[src/rtl/hazard_ctrl_pkg.sv]
// Shared definitions for the hazard controller: default hold lengths,
// RV32 opcode constants used by the source-register decode, and the FSM
// state encoding.
package hazard_ctrl_pkg;

    // Default number of cycles each condition is held (legal range 1..15).
    localparam int MAX_STALL_COUNT = 1;
    localparam int MAX_FLUSH_COUNT = 2;

    // Width of the hold down-counter; covers the 1..15 parameter range.
    localparam int HOLD_W = 4;

    // RV32 major opcodes (instr[6:0]).
    localparam logic [6:0] OP_LOAD   = 7'b0000011;
    localparam logic [6:0] OP_STORE  = 7'b0100011;
    localparam logic [6:0] OP_BRANCH = 7'b1100011;
    localparam logic [6:0] OP_RTYPE  = 7'b0110011;
    localparam logic [6:0] OP_LUI    = 7'b0110111;
    localparam logic [6:0] OP_AUIPC  = 7'b0010111;
    localparam logic [6:0] OP_JAL    = 7'b1101111;

    typedef enum logic [1:0] {
        ST_IDLE  = 2'd0,
        ST_STALL = 2'd1,
        ST_FLUSH = 2'd2
    } hz_state_e;

endpackage

[src/rtl/hazard_ctrl_rs_decode.sv]
// Combinational source-register decode of the instruction held in IF/ID.
// Ports:
//   instr_i     in  32  instruction currently in ID
//   rs1_o       out 5   rs1 field
//   rs2_o       out 5   rs2 field
//   rs1_used_o  out 1   instruction reads rs1 (all but LUI/AUIPC/JAL)
//   rs2_used_o  out 1   instruction reads rs2 (R-type, STORE, BRANCH)
module hazard_rs_decode
    import hazard_ctrl_pkg::*;
(
    input  logic [31:0] instr_i,
    output logic [4:0]  rs1_o,
    output logic [4:0]  rs2_o,
    output logic        rs1_used_o,
    output logic        rs2_used_o
);

    logic [6:0] opcode;
    logic       unused_instr_bits;

    assign opcode = instr_i[6:0];
    assign rs1_o  = instr_i[19:15];
    assign rs2_o  = instr_i[24:20];

    // rd, funct3 and funct7 play no part in hazard detection.
    assign unused_instr_bits = ^{instr_i[31:25], instr_i[14:7]};

    assign rs1_used_o = !(opcode == OP_LUI || opcode == OP_AUIPC || opcode == OP_JAL);
    assign rs2_used_o = (opcode == OP_RTYPE) || (opcode == OP_STORE) || (opcode == OP_BRANCH);

endmodule

[src/rtl/hazard_ctrl.sv]
// IF/ID hazard controller. Raises is_stall on a load-use hazard against the
// instruction in ID and is_flush on a taken branch/jump resolved in EX, each
// for a parameterised number of cycles, and gates the fetch PC accordingly.
// Ports:
//   clk, rst_n          clock, asynchronous active-low reset
//   if_id_instr         instruction currently in ID
//   id_ex_mem_read      instruction in EX is a load
//   id_ex_rd            destination register of the instruction in EX
//   ex_branch_taken     EX resolved a taken branch/jump this cycle
//   ex_branch_target    redirect address, valid with ex_branch_taken
//   is_stall / is_flush IF/ID hold / zero controls (never both high)
//   pc_write_en         fetch PC may advance (= ~is_stall)
//   pc_redirect_vld     one-cycle pulse: load PC from ex_branch_target
//   pc_redirect         registered copy of the last accepted target (debug)
//   stall_cycles_tot    saturating count of is_stall cycles
//   flush_cycles_tot    saturating count of is_flush cycles
module hazard_ctrl
    import hazard_ctrl_pkg::*;
#(
    parameter int STALL_CYCLES = MAX_STALL_COUNT,
    parameter int FLUSH_CYCLES = MAX_FLUSH_COUNT,
    parameter int CNT_W        = 16
) (
    input  logic             clk,
    input  logic             rst_n,
    input  logic [31:0]      if_id_instr,
    input  logic             id_ex_mem_read,
    input  logic [4:0]       id_ex_rd,
    input  logic             ex_branch_taken,
    input  logic [31:0]      ex_branch_target,
    output logic             is_stall,
    output logic             is_flush,
    output logic             pc_write_en,
    output logic             pc_redirect_vld,
    output logic [31:0]      pc_redirect,
    output logic [CNT_W-1:0] stall_cycles_tot,
    output logic [CNT_W-1:0] flush_cycles_tot
);

    localparam logic [HOLD_W-1:0] STALL_RELOAD = HOLD_W'(STALL_CYCLES - 1);
    localparam logic [HOLD_W-1:0] FLUSH_RELOAD = HOLD_W'(FLUSH_CYCLES - 1);

    hz_state_e         state_q, state_d;
    logic [HOLD_W-1:0] cnt_q, cnt_d;
    logic [31:0]       redirect_q, redirect_d;
    logic [CNT_W-1:0]  stall_tot_q, stall_tot_d;
    logic [CNT_W-1:0]  flush_tot_q, flush_tot_d;

    logic [4:0] rs1, rs2;
    logic       rs1_used, rs2_used;
    logic       load_use;
    logic       branch_accept;

    hazard_rs_decode u_rs_decode (
        .instr_i    (if_id_instr),
        .rs1_o      (rs1),
        .rs2_o      (rs2),
        .rs1_used_o (rs1_used),
        .rs2_used_o (rs2_used)
    );

    // rd==0 excludes x0 for both operands at once.
    assign load_use = id_ex_mem_read && (id_ex_rd != 5'd0) &&
                      ((rs1_used && id_ex_rd == rs1) || (rs2_used && id_ex_rd == rs2));

    // A branch is honoured from IDLE and also aborts a stall; during FLUSH the
    // branching instruction is itself being squashed, so it is ignored.
    assign branch_accept = ex_branch_taken && (state_q != ST_FLUSH);

    // Mealy outputs: asserted in the detect cycle with zero latency.
    assign is_flush        = branch_accept || (state_q == ST_FLUSH);
    assign is_stall        = !ex_branch_taken &&
                             (((state_q == ST_IDLE) && load_use) || (state_q == ST_STALL));
    assign pc_write_en     = !is_stall;
    assign pc_redirect_vld = branch_accept;
    assign pc_redirect     = redirect_q;

    assign stall_cycles_tot = stall_tot_q;
    assign flush_cycles_tot = flush_tot_q;

    always_comb begin
        // NOTE: every signal gets a default first so no path leaves it unassigned (no latch).
        state_d    = state_q;
        cnt_d      = cnt_q;
        redirect_d = redirect_q;

        if (branch_accept) begin
            redirect_d = ex_branch_target;
            if (FLUSH_CYCLES > 1) begin
                state_d = ST_FLUSH;
                cnt_d   = FLUSH_RELOAD;
            end else begin
                state_d = ST_IDLE;
                cnt_d   = '0;
            end
        end else begin
            unique case (state_q)
                ST_IDLE: begin
                    if (load_use && STALL_CYCLES > 1) begin
                        state_d = ST_STALL;
                        cnt_d   = STALL_RELOAD;
                    end
                end
                ST_STALL, ST_FLUSH: begin
                    // cnt counts the extra cycles still owed after this one.
                    if (cnt_q <= HOLD_W'(1)) begin
                        state_d = ST_IDLE;
                        cnt_d   = '0;
                    end else begin
                        cnt_d = cnt_q - HOLD_W'(1);
                    end
                end
                default: begin
                    state_d = ST_IDLE;
                    cnt_d   = '0;
                end
            endcase
        end

        stall_tot_d = (is_stall && stall_tot_q != '1) ? stall_tot_q + CNT_W'(1) : stall_tot_q;
        flush_tot_d = (is_flush && flush_tot_q != '1) ? flush_tot_q + CNT_W'(1) : flush_tot_q;
    end

    always_ff @(posedge clk or negedge rst_n) begin
        if (!rst_n) begin
            state_q     <= ST_IDLE;
            cnt_q       <= '0;
            redirect_q  <= '0;
            stall_tot_q <= '0;
            flush_tot_q <= '0;
        end else begin
            // NOTE: non-blocking so every register samples the pre-edge values.
            state_q     <= state_d;
            cnt_q       <= cnt_d;
            redirect_q  <= redirect_d;
            stall_tot_q <= stall_tot_d;
            flush_tot_q <= flush_tot_d;
        end
    end

endmodule

[config.mk]
export PLATFORM = sky130hd
export DESIGN_NAME = hazard_ctrl
export DESIGN_NICKNAME = d
export VERILOG_FILES = /design/src/rtl/hazard_ctrl_pkg.sv /design/src/rtl/hazard_ctrl_rs_decode.sv /design/src/rtl/hazard_ctrl.sv
export SDC_FILE = /design/constraint.sdc
export NUM_CORES = 1
export LEC_CHECK = 0
export ABC_CLOCK_PERIOD_IN_PS = 2830
export BUFFER_PORTS_ARGS = -buffer_cell sky130_fd_sc_hd__clkbuf_2
export CELL_PAD_IN_SITES_DETAIL_PLACEMENT = 1
export CELL_PAD_IN_SITES_GLOBAL_PLACEMENT = 2
export CORE_UTILIZATION = 29
export DETAILED_ROUTE_END_ITERATION = 6
export GPL_ROUTABILITY_DRIVEN = 1
export PLACE_DENSITY = 0.9
export REMOVE_ABC_BUFFERS = 1
export SLEW_MARGIN = 20
export SYNTH_ARGS = -nofsm -noshare
export SYNTH_HDL_FRONTEND = slang
export SYNTH_SLANG_ARGS = --single-unit
export TNS_END_PERCENT = 50
[constraint.sdc]
create_clock -name clk -period 2.83 [get_ports clk]
set_input_delay 0.7075 -clock clk [delete_from_list [all_inputs] [get_ports clk]]
set_output_delay 0.7075 -clock clk [all_outputs]
set_load 0.02 [all_outputs]
## Word-level counts from Yosys, hierarchy flattened

Cells that the tools add are included.

| storage, ports and cells | value |
|---|---|
| bits in latches | 0 |
| output and inout port bits | 68 |
| memory bits (writable) | 0 |
| memories kept | 0 |
| ROM bits | 0 |
| logic and storage cells | 53 |
| bits in registers | 70 |
| input bits | 73 |

| operators by class | value |
|---|---|
| add/sub/neg operators | 3 |
| mux-type cells | 6 |
| bitwise logic cells | 0 |
| magnitude comparators | 1 |
| shift operators | 0 |
| equal/unequal tests | 15 |
| div/mod/pow operators | 0 |
| $mul | 0 |
| reduce and logical (&&, ||, !) cells | 23 |

Operators by type and width:

| cell | number |
|---|---|
| adder 16 x 1 -> 16 bit (second input constant) | 2 |
| != test 16 bit (second input constant) | 2 |
| == test 7 x 6 -> 1 bit (second input constant) | 3 |
| == test 7 bit (second input constant) | 2 |
| == test 5 bit | 2 |
| logical AND 1 bit | 9 |
| two-way mux 4 bit | 2 |
| case mux 4 bit (2 select lines) | 1 |
| == test 7 x 5 -> 1 bit (second input constant) | 1 |
| logical OR 1 bit | 7 |
| nonzero test 5 bit | 1 |
| less-or-equal comparator 4 x 1 -> 1 bit (second input constant) | 1 |
| two-way mux 2 bit | 2 |
| != test 2 bit (second input constant) | 2 |
| case mux 2 bit (2 select lines) | 1 |
| subtractor 4 x 1 -> 4 bit (second input constant) | 1 |
| logical NOT 1 bit | 3 |
| != test 3 bit (second input constant) | 1 |
| == test 2 x 1 -> 1 bit (second input constant) | 1 |
| == test 2 bit (second input constant) | 1 |
| logical NOT 2 bit | 1 |
| AND reduction 2 bit | 1 |
| OR reduction 2 bit | 1 |

## Depth between registers and ports, before layout

Gate-level depths: netlist of the first run.

| logic depth | value |
|---|---|
| depth after elaboration | 11 |
| depth in mapped cells | 7 |
| mapped depth without buffers | 7 |

## Modules after synthesis

From an unflattened synthesis of the first run, not the netlist that was laid out.

| second synthesis, totals | value |
|---|---|
| cells, all modules | 259 |
| area total of the unflattened synthesis | 3246.9 um^2 |

By module, submodules not included:

| module | area each (um^2) | sequential area each (um^2) | cells each | instances |
|---|---|---|---|---|
| hazard_ctrl | 3123.0 | 1726.7 | 243 | 1 |
| hazard_rs_decode | 123.9 | 0.0 | 16 | 1 |

## Least setup slack after synthesis of the first run

No wires, ideal clock.

| timing | value |
|---|---|
| path type | input -> output |
| start | in id_ex_rd[1] |
| end | out pc_write_en |
| stages | 6 |
| arrival | 1.966 ns |
| buffers on the path | 1 |
| data required time | 2.122 ns |
| setup slack | 0.156 ns |
| cell sequence | or4_1 -> o211ai_1 -> nand4b_1 -> nand2_4 -> buf_6 -> inv_1 |

| on the way | value |
|---|---|
| cells in the longest elaborated chain, start to end | 8 |
| elaborated cells on any way between the ends | 12 |
| those cells by class | 2 x eq/ne; 10 x reduce/logical |

RTL lines:

| item | RTL line | text |
|---|---|---|
| from (decl) | hazard_ctrl.sv:28 | `input logic [4:0] id_ex_rd,` |
| == test 5 bit | hazard_ctrl.sv:64 | `((rs1_used && id_ex_rd == rs1) \|\| (rs2_used && id_ex_rd == rs2));` |
| logical AND 1 bit | hazard_ctrl.sv:64 |  |
| logical OR 1 bit | hazard_ctrl.sv:64 |  |
| logical AND 1 bit * | hazard_ctrl.sv:63 | `assign load_use = id_ex_mem_read && (id_ex_rd != 5'd0) &&` |
| logical AND 1 bit * | hazard_ctrl.sv:73 | `(((state_q == ST_IDLE) && load_use) \|\| (state_q == ST_STALL));` |
| logical OR 1 bit * | hazard_ctrl.sv:73 |  |
| logical AND 1 bit * | hazard_ctrl.sv:72 | `assign is_stall = !ex_branch_taken &&` |
| net is_stall | hazard_ctrl.sv:31 | `output logic is_stall,` |
| logical NOT 1 bit * | hazard_ctrl.sv:74 | `assign pc_write_en = !is_stall;` |
| to (decl) | hazard_ctrl.sv:33 | `output logic pc_write_en,` |

The timed path passes the listed nets; every way through them passes the cells marked *.

## Worst setup path after layout of the first run

| timing | value |
|---|---|
| start | in id_ex_rd[1] |
| end | out pc_write_en |

| on the way | value |
|---|---|
| cells in the longest elaborated chain, start to end | 8 |
| elaborated cells on any way between the ends | 12 |
| those cells by class | 2 x eq/ne; 10 x reduce/logical |

RTL lines:

| item | RTL line |
|---|---|
| == test 5 bit | hazard_ctrl.sv:64 |
| logical AND 1 bit | hazard_ctrl.sv:64 |
| logical OR 1 bit | hazard_ctrl.sv:64 |
| logical AND 1 bit * | hazard_ctrl.sv:63 |
| logical AND 1 bit * | hazard_ctrl.sv:73 |
| logical OR 1 bit * | hazard_ctrl.sv:73 |
| logical AND 1 bit * | hazard_ctrl.sv:72 |
| logical NOT 1 bit * | hazard_ctrl.sv:74 |

Every way passes the cells marked *; elsewhere a longest branch is shown, timed or not.

==> results.cfg, run 1 <==
[outcome]
outcome = finished clean

[place]
place_area_mm2 = 0.00394
io_buffers = 125
globalplace.congestion = 0.707
pre_cts_slack_ns = 0.0685
dpl.hpwl_mm = 5.73

[route]
wl_mm = 7.43
avgViaCountPerCell = 4.65
wl_per_cell_um = 14.2
first_iter_violations = 39
dr.pass1.iters = 4
ant_nets = 0
vias = 2435
drc = 0

[synthesis]
seq_area_frac_synth_pct = 54.8
avgSynthCellArea_um2 = 12.6
synthCells = 249
synth_edf_count = 0
yosys_warnings = 0
synthArstFlopShare_pct = 100
synthesis.area_mm2 = 0.00315
synthFlopType = dfrtp_1
synthDistinctLibCells = 42
synth.ff_latch_count = 69

[power]
p_per_area_mw_per_mm2 = 899
leakage_nw = 2.02
ir_worst_vdd_mv = 0.361
power_w = 0.00373

[clock_tree]
cts_tree = yes
clkSlewWorstSetupHoldPaths_ns = 0.08
clock_path_buffers = 2
hold_buffers = 0
cts.sinks = 69
numCtsBuffers = 9
cts.htree.levels = 3
cts_resized = 0
clock_latency_ns = 0.33
clockRootBuffer = clkbuf_8
post-cts-setup-buffers = 0

[timing]
final_hold_viol_count = 0
slew_violations = 0
rsz0062_at_grt = false
worst_pin_slew_ns = 0.640
layout_min_cycle_time_ns = 2.74
maxSlewHeadroom_pct = 57.0
fin_skew_ns = 0.00932
post-route-period-util_pct = 96.8
fmax_ghz = 0.365
tns_ns = 0
setup_ws_ns = 0.0910
setup_viol = 0

[critical_path]
cp_max_fo = 3
r2r_slack_ns = 0.61
cp_data_arrival_time_ns = 2.03
critical_path_class = input port to output port
cp-start-kind = input port
cp-end-kind = output port
worstPathRequired_ns = 2.12

[cells_and_area]
final_cell_mix = clkbuf_2 (124), dfrtp_1 (69), mux2_2 (33)
area_growth_pct = 31.8
layout_commonest_cell = clkbuf_2
final_area_mm2 = 0.00415
drive_above_1_share_pct = 49.7
antenna_cells = 0
nNetsFinal = 460

[global_routing]
grt_pass1_vias = 2521
grt_antenna_before_repair = 0
grt_usage_pct = 14.1
grt_pass1_wl_mm = 12.6
grt_max_degree = 34
grt-ovfl-total = 0

[die]
ios = 141
start_util_pct = 30.2
core-area_mm2 = 0.0104
die_w_um = 106
dieArea_mm2 = 0.0113
dieHeight_um = 106
rows = 37

[job]
maxCapViolCount = 0

[worst_hold_path]
hp-class = input port to async pin
[final timing paths]
kind / from / end / cells past startpoint
max: id_ex_rd[1] / pc_write_en / 7
max reg2reg: state_q[1]$_DFFE_PN0P_ / stall_cycles_tot[14]$_DFFE_PN0P_ / 7
min: rst_n / pc_redirect[12]$_DFFE_PN0P_ / 1
min reg2reg: flush_cycles_tot[10]$_DFFE_PN0P_ / flush_cycles_tot[10]$_DFFE_PN0P_ / 1
min in group clk: flush_cycles_tot[10]$_DFFE_PN0P_ / flush_cycles_tot[10]$_DFFE_PN0P_ / 1
max in group asynchronous: rst_n / flush_cycles_tot[9]$_DFFE_PN0P_ / 2
[through the flow]
step	utilization, %	std cells	hold slack [ns]
CTS	39.8	524	0.340
finish	39.8	524	0.338
floorplan	-	243	0.412
global placement	37.8	508	0.478
detailed placement	37.8	508	0.493
global route	39.8	524	0.365
[flip-flops by register name, indices dropped and copies added, names as in the netlist]
register / count
flush_cycles_tot: 16
stall_cycles_tot: 16
pc_redirect: 32
cnt_q: 4
state_q: 1
[per-layer routing]
layer  track usage (%)  vias up  part of all wire [%]
met4              5.06        0                   1.0
met2              23.0       98                    47
met5                 0        -                     0
li1                  -     1145                     -
met3              3.43        8                   7.4
met1              18.3     1184                    45
[final cells by class]
type,instances,area (um^2)
fillers,1185,6270
flip-flops and latches,69,1730
well taps,136,170
clock buffers,13,169
inverters,5,18.8
multi-input cells,169,1370
clock inverters,3,42.5
repair buffers,129,656
[power by group]
part	total (W)	internal [W]	switching [W]
clock network	0.000848	0.000479	0.000370
logic	0.00134	0.000566	0.000775
registers	0.00154	0.00130	0.000237
total	0.00373	0.00235	0.00138
[cell families (layout without fill, tap and decap cells)]
family / count (synthesis) / after routing / share of synthesized area [%]
and+or+nand+nor: 80 / 80 / 15.9
DFF: 69 / 69 / 54.8
xor gates and xnor gates: 39 / 39 / 10.8
muxes: 35 / 35 / 12.6
AOI/OAI and AO/OA: 11 / 11 / 2.34
buffers and inverters: 11 / 150 / 1.83
adders and majority gates: 4 / 4 / 1.59
[synthesized netlist by cell type (4+ instances only)]
cell,instances,area (um^2)
and3_1,11,68.8
dfrtp_1,69,1730
ha_1,4,50.1
inv_1,5,18.8
mux2_2,33,372
nand2_1,13,48.8
nand3_1,7,35.0
nand3_2,7,70.1
nand4_1,9,56.3
nor2_1,9,33.8
xnor2_1,28,245
xor2_1,11,96.3
[worst max-delay path, stage by stage]
cell      delay [ns]
clkbuf_2        0.11
or4_1           0.53
o211ai_1        0.21
nand4b_1        0.19
nand2_4         0.08
inv_1           0.05
clkbuf_2        0.15
(Power assumes the default switching activity.)
==> inputs of run 2 (changes only) <==
CORE_UTILIZATION = 30   (was 29)
CTS_BUF_LIST = sky130_fd_sc_hd__clkbuf_4 sky130_fd_sc_hd__clkbuf_8   (was unset)
PLACE_DENSITY = 0.92   (was 0.9)
SETUP_SLACK_MARGIN = 0.15   (was unset)
==> results.cfg, run 2 (synthesis results as in run 1) <==
[global_routing]
grt-ovfl-total = 0
grt_pass1_vias = 2522
grt_antenna_before_repair = 0
grt_pass1_wl_mm = 12.8
grt_max_degree = 70
grt_usage_pct = 14.7

[timing]
final_hold_viol_count = 0
worst_pin_slew_ns = 0.708
post-route-period-util_pct = 94.8
hold_ws_ns = 0.389
fin_skew_ns = 0.0121
layout_min_cycle_time_ns = 2.68
rsz0062_at_grt = true
maxSlewHeadroom_pct = 52.4
setup_viol = 0
fmax_ghz = 0.373
slew_violations = 0

[die]
ios = 141
core-area_mm2 = 0.0102
start_util_pct = 30.8
die_w_um = 104
dieHeight_um = 104
dieArea_mm2 = 0.0109
rows = 37

[route]
wl_per_cell_um = 14.2
avgViaCountPerCell = 4.63
first_iter_violations = 68
vias = 2440
drc = 0
ant_nets = 0
dr.pass1.iters = 4
wl_mm = 7.47

[critical_path]
critical_path.max_stage_delay_ns = 0.50
cp_num_buf_inv = 3
cp_max_fo = 4
cp-end-kind = output port
path_common_cell = buf_8
critical_path_class = input port to output port
cp-start-kind = input port
worstPathRequired_ns = 2.12
cp_data_arrival_time_ns = 1.97
slowest_stage = or4_1
crit_chain = buf_8 > or4_1 > o211ai_1 > nand4b_1 > nand2_4 > inv_2 > buf_8
crit_family = simple AND/OR/NAND/NOR gates

[clock_tree]
clockRootBuffer = clkbuf_8
clkSlewWorstSetupHoldPaths_ns = 0.08
cts.sinks = 69
clock_path_buffers = 2
cts.htree.levels = 3
clock_latency_ns = 0.34
numCtsBuffers = 9
hold_buffers = 0
cts_tree = yes

[cells_and_area]
layout_commonest_cell = clkbuf_2
area_growth_pct = 33.8
final_area_mm2 = 0.00421
antenna_cells = 0
drive_above_1_share_pct = 50.6
fin_util_pct = 41.2
fin_cells = 527
nNetsFinal = 464
largest_register_ffs = 32
final_cell_mix = clkbuf_2 (122), dfrtp_1 (69), mux2_2 (33)

[place]
io_buffers = 125
placed_cells = 510
globalplace.congestion = 0.719
dpl.hpwl_mm = 5.67
place_area_mm2 = 0.00397

[outcome]
outcome = finished clean

[worst_hold_path]
hp-class = input port to async pin

[power]
ir_worst_vdd_mv = 0.365
p_per_area_mw_per_mm2 = 893
leakage_nw = 2.05

[job]
maxCapViolCount = 0
[run 2: what timing repair did]
action                     4_1_cts  5_1_grt
setup buffers                    0        2
pin swaps                        2        3
setup endpoints to repair        2        2
gates resized for setup          4        2
[run 2: layout make-up]
type	instances	area, um^2
Inverter	5	18.8
Sequential cell	69	1730
Timing Repair Buffer	133	718
Clock inverter	6	88.8
Clock buffer	9	124
Multi-Input combinational cell	169	1370
Fill cell	1155	6020
Tap cell	136	170
[run 2: path summary, 6_finish.rpt]
path / to / cells past startpoint / startpoint / slack, ns
max in group asynchronous: stall_cycles_tot[15]$_DFFE_PN0P_ / 2 / rst_n / 2.14
hold / removal: pc_redirect[14]$_DFFE_PN0P_ / 2 / rst_n / 0.39
min in group clk: flush_cycles_tot[14]$_DFFE_PN0P_ / 1 / flush_cycles_tot[14]$_DFFE_PN0P_ / 0.49
setup reg to reg: stall_cycles_tot[1]$_DFFE_PN0P_ / 7 / state_q[1]$_DFFE_PN0P_ / 0.76
setup / recovery: pc_write_en / 7 / id_ex_rd[2] / 0.15
hold reg to reg: flush_cycles_tot[14]$_DFFE_PN0P_ / 1 / flush_cycles_tot[14]$_DFFE_PN0P_ / 0.49
[run 2: worst register-to-register path: cells and delay by family, from the launching register on]
kind	cells	cell delay [ns]
and+or+nand+nor	4	0.89
muxes	1	0.32
DFF	1	0.44
buffers and inverters	1	0.18
AOI/OAI and AO/OA	1	0.13
[run 2: routing by layer]
metal,share of wire [%],GRT usage [%],vias up
met1,45,19.0,1172
li1,-,-,1154
met4,1.1,4.29,0
met2,47,23.9,105
met3,6.7,4.20,9
met5,0,0,-
[run 2: where the power goes]
| group | leakage [nW] | internal [W] | switching, W |
|---|---|---|---|
| clock network | 0.101 | 0.000491 | 0.000382 |
| registers | 0.868 | 0.00130 | 0.000228 |
| logic | 1.08 | 0.000576 | 0.000784 |
| total | 2.05 | 0.00237 | 0.00139 |
[run 2: per-stage QoR]
stage	power [W]	TNS, ns	setup WS, ns
after floorplan	0.00239	-4.98	-0.279
after detailed placement	0.00294	0	0.101
after CTS	0.00383	0	0.111
final	0.00377	0	0.148
after global routing	0.00402	0	0.0616
after global placement	0.00287	0	0.0886
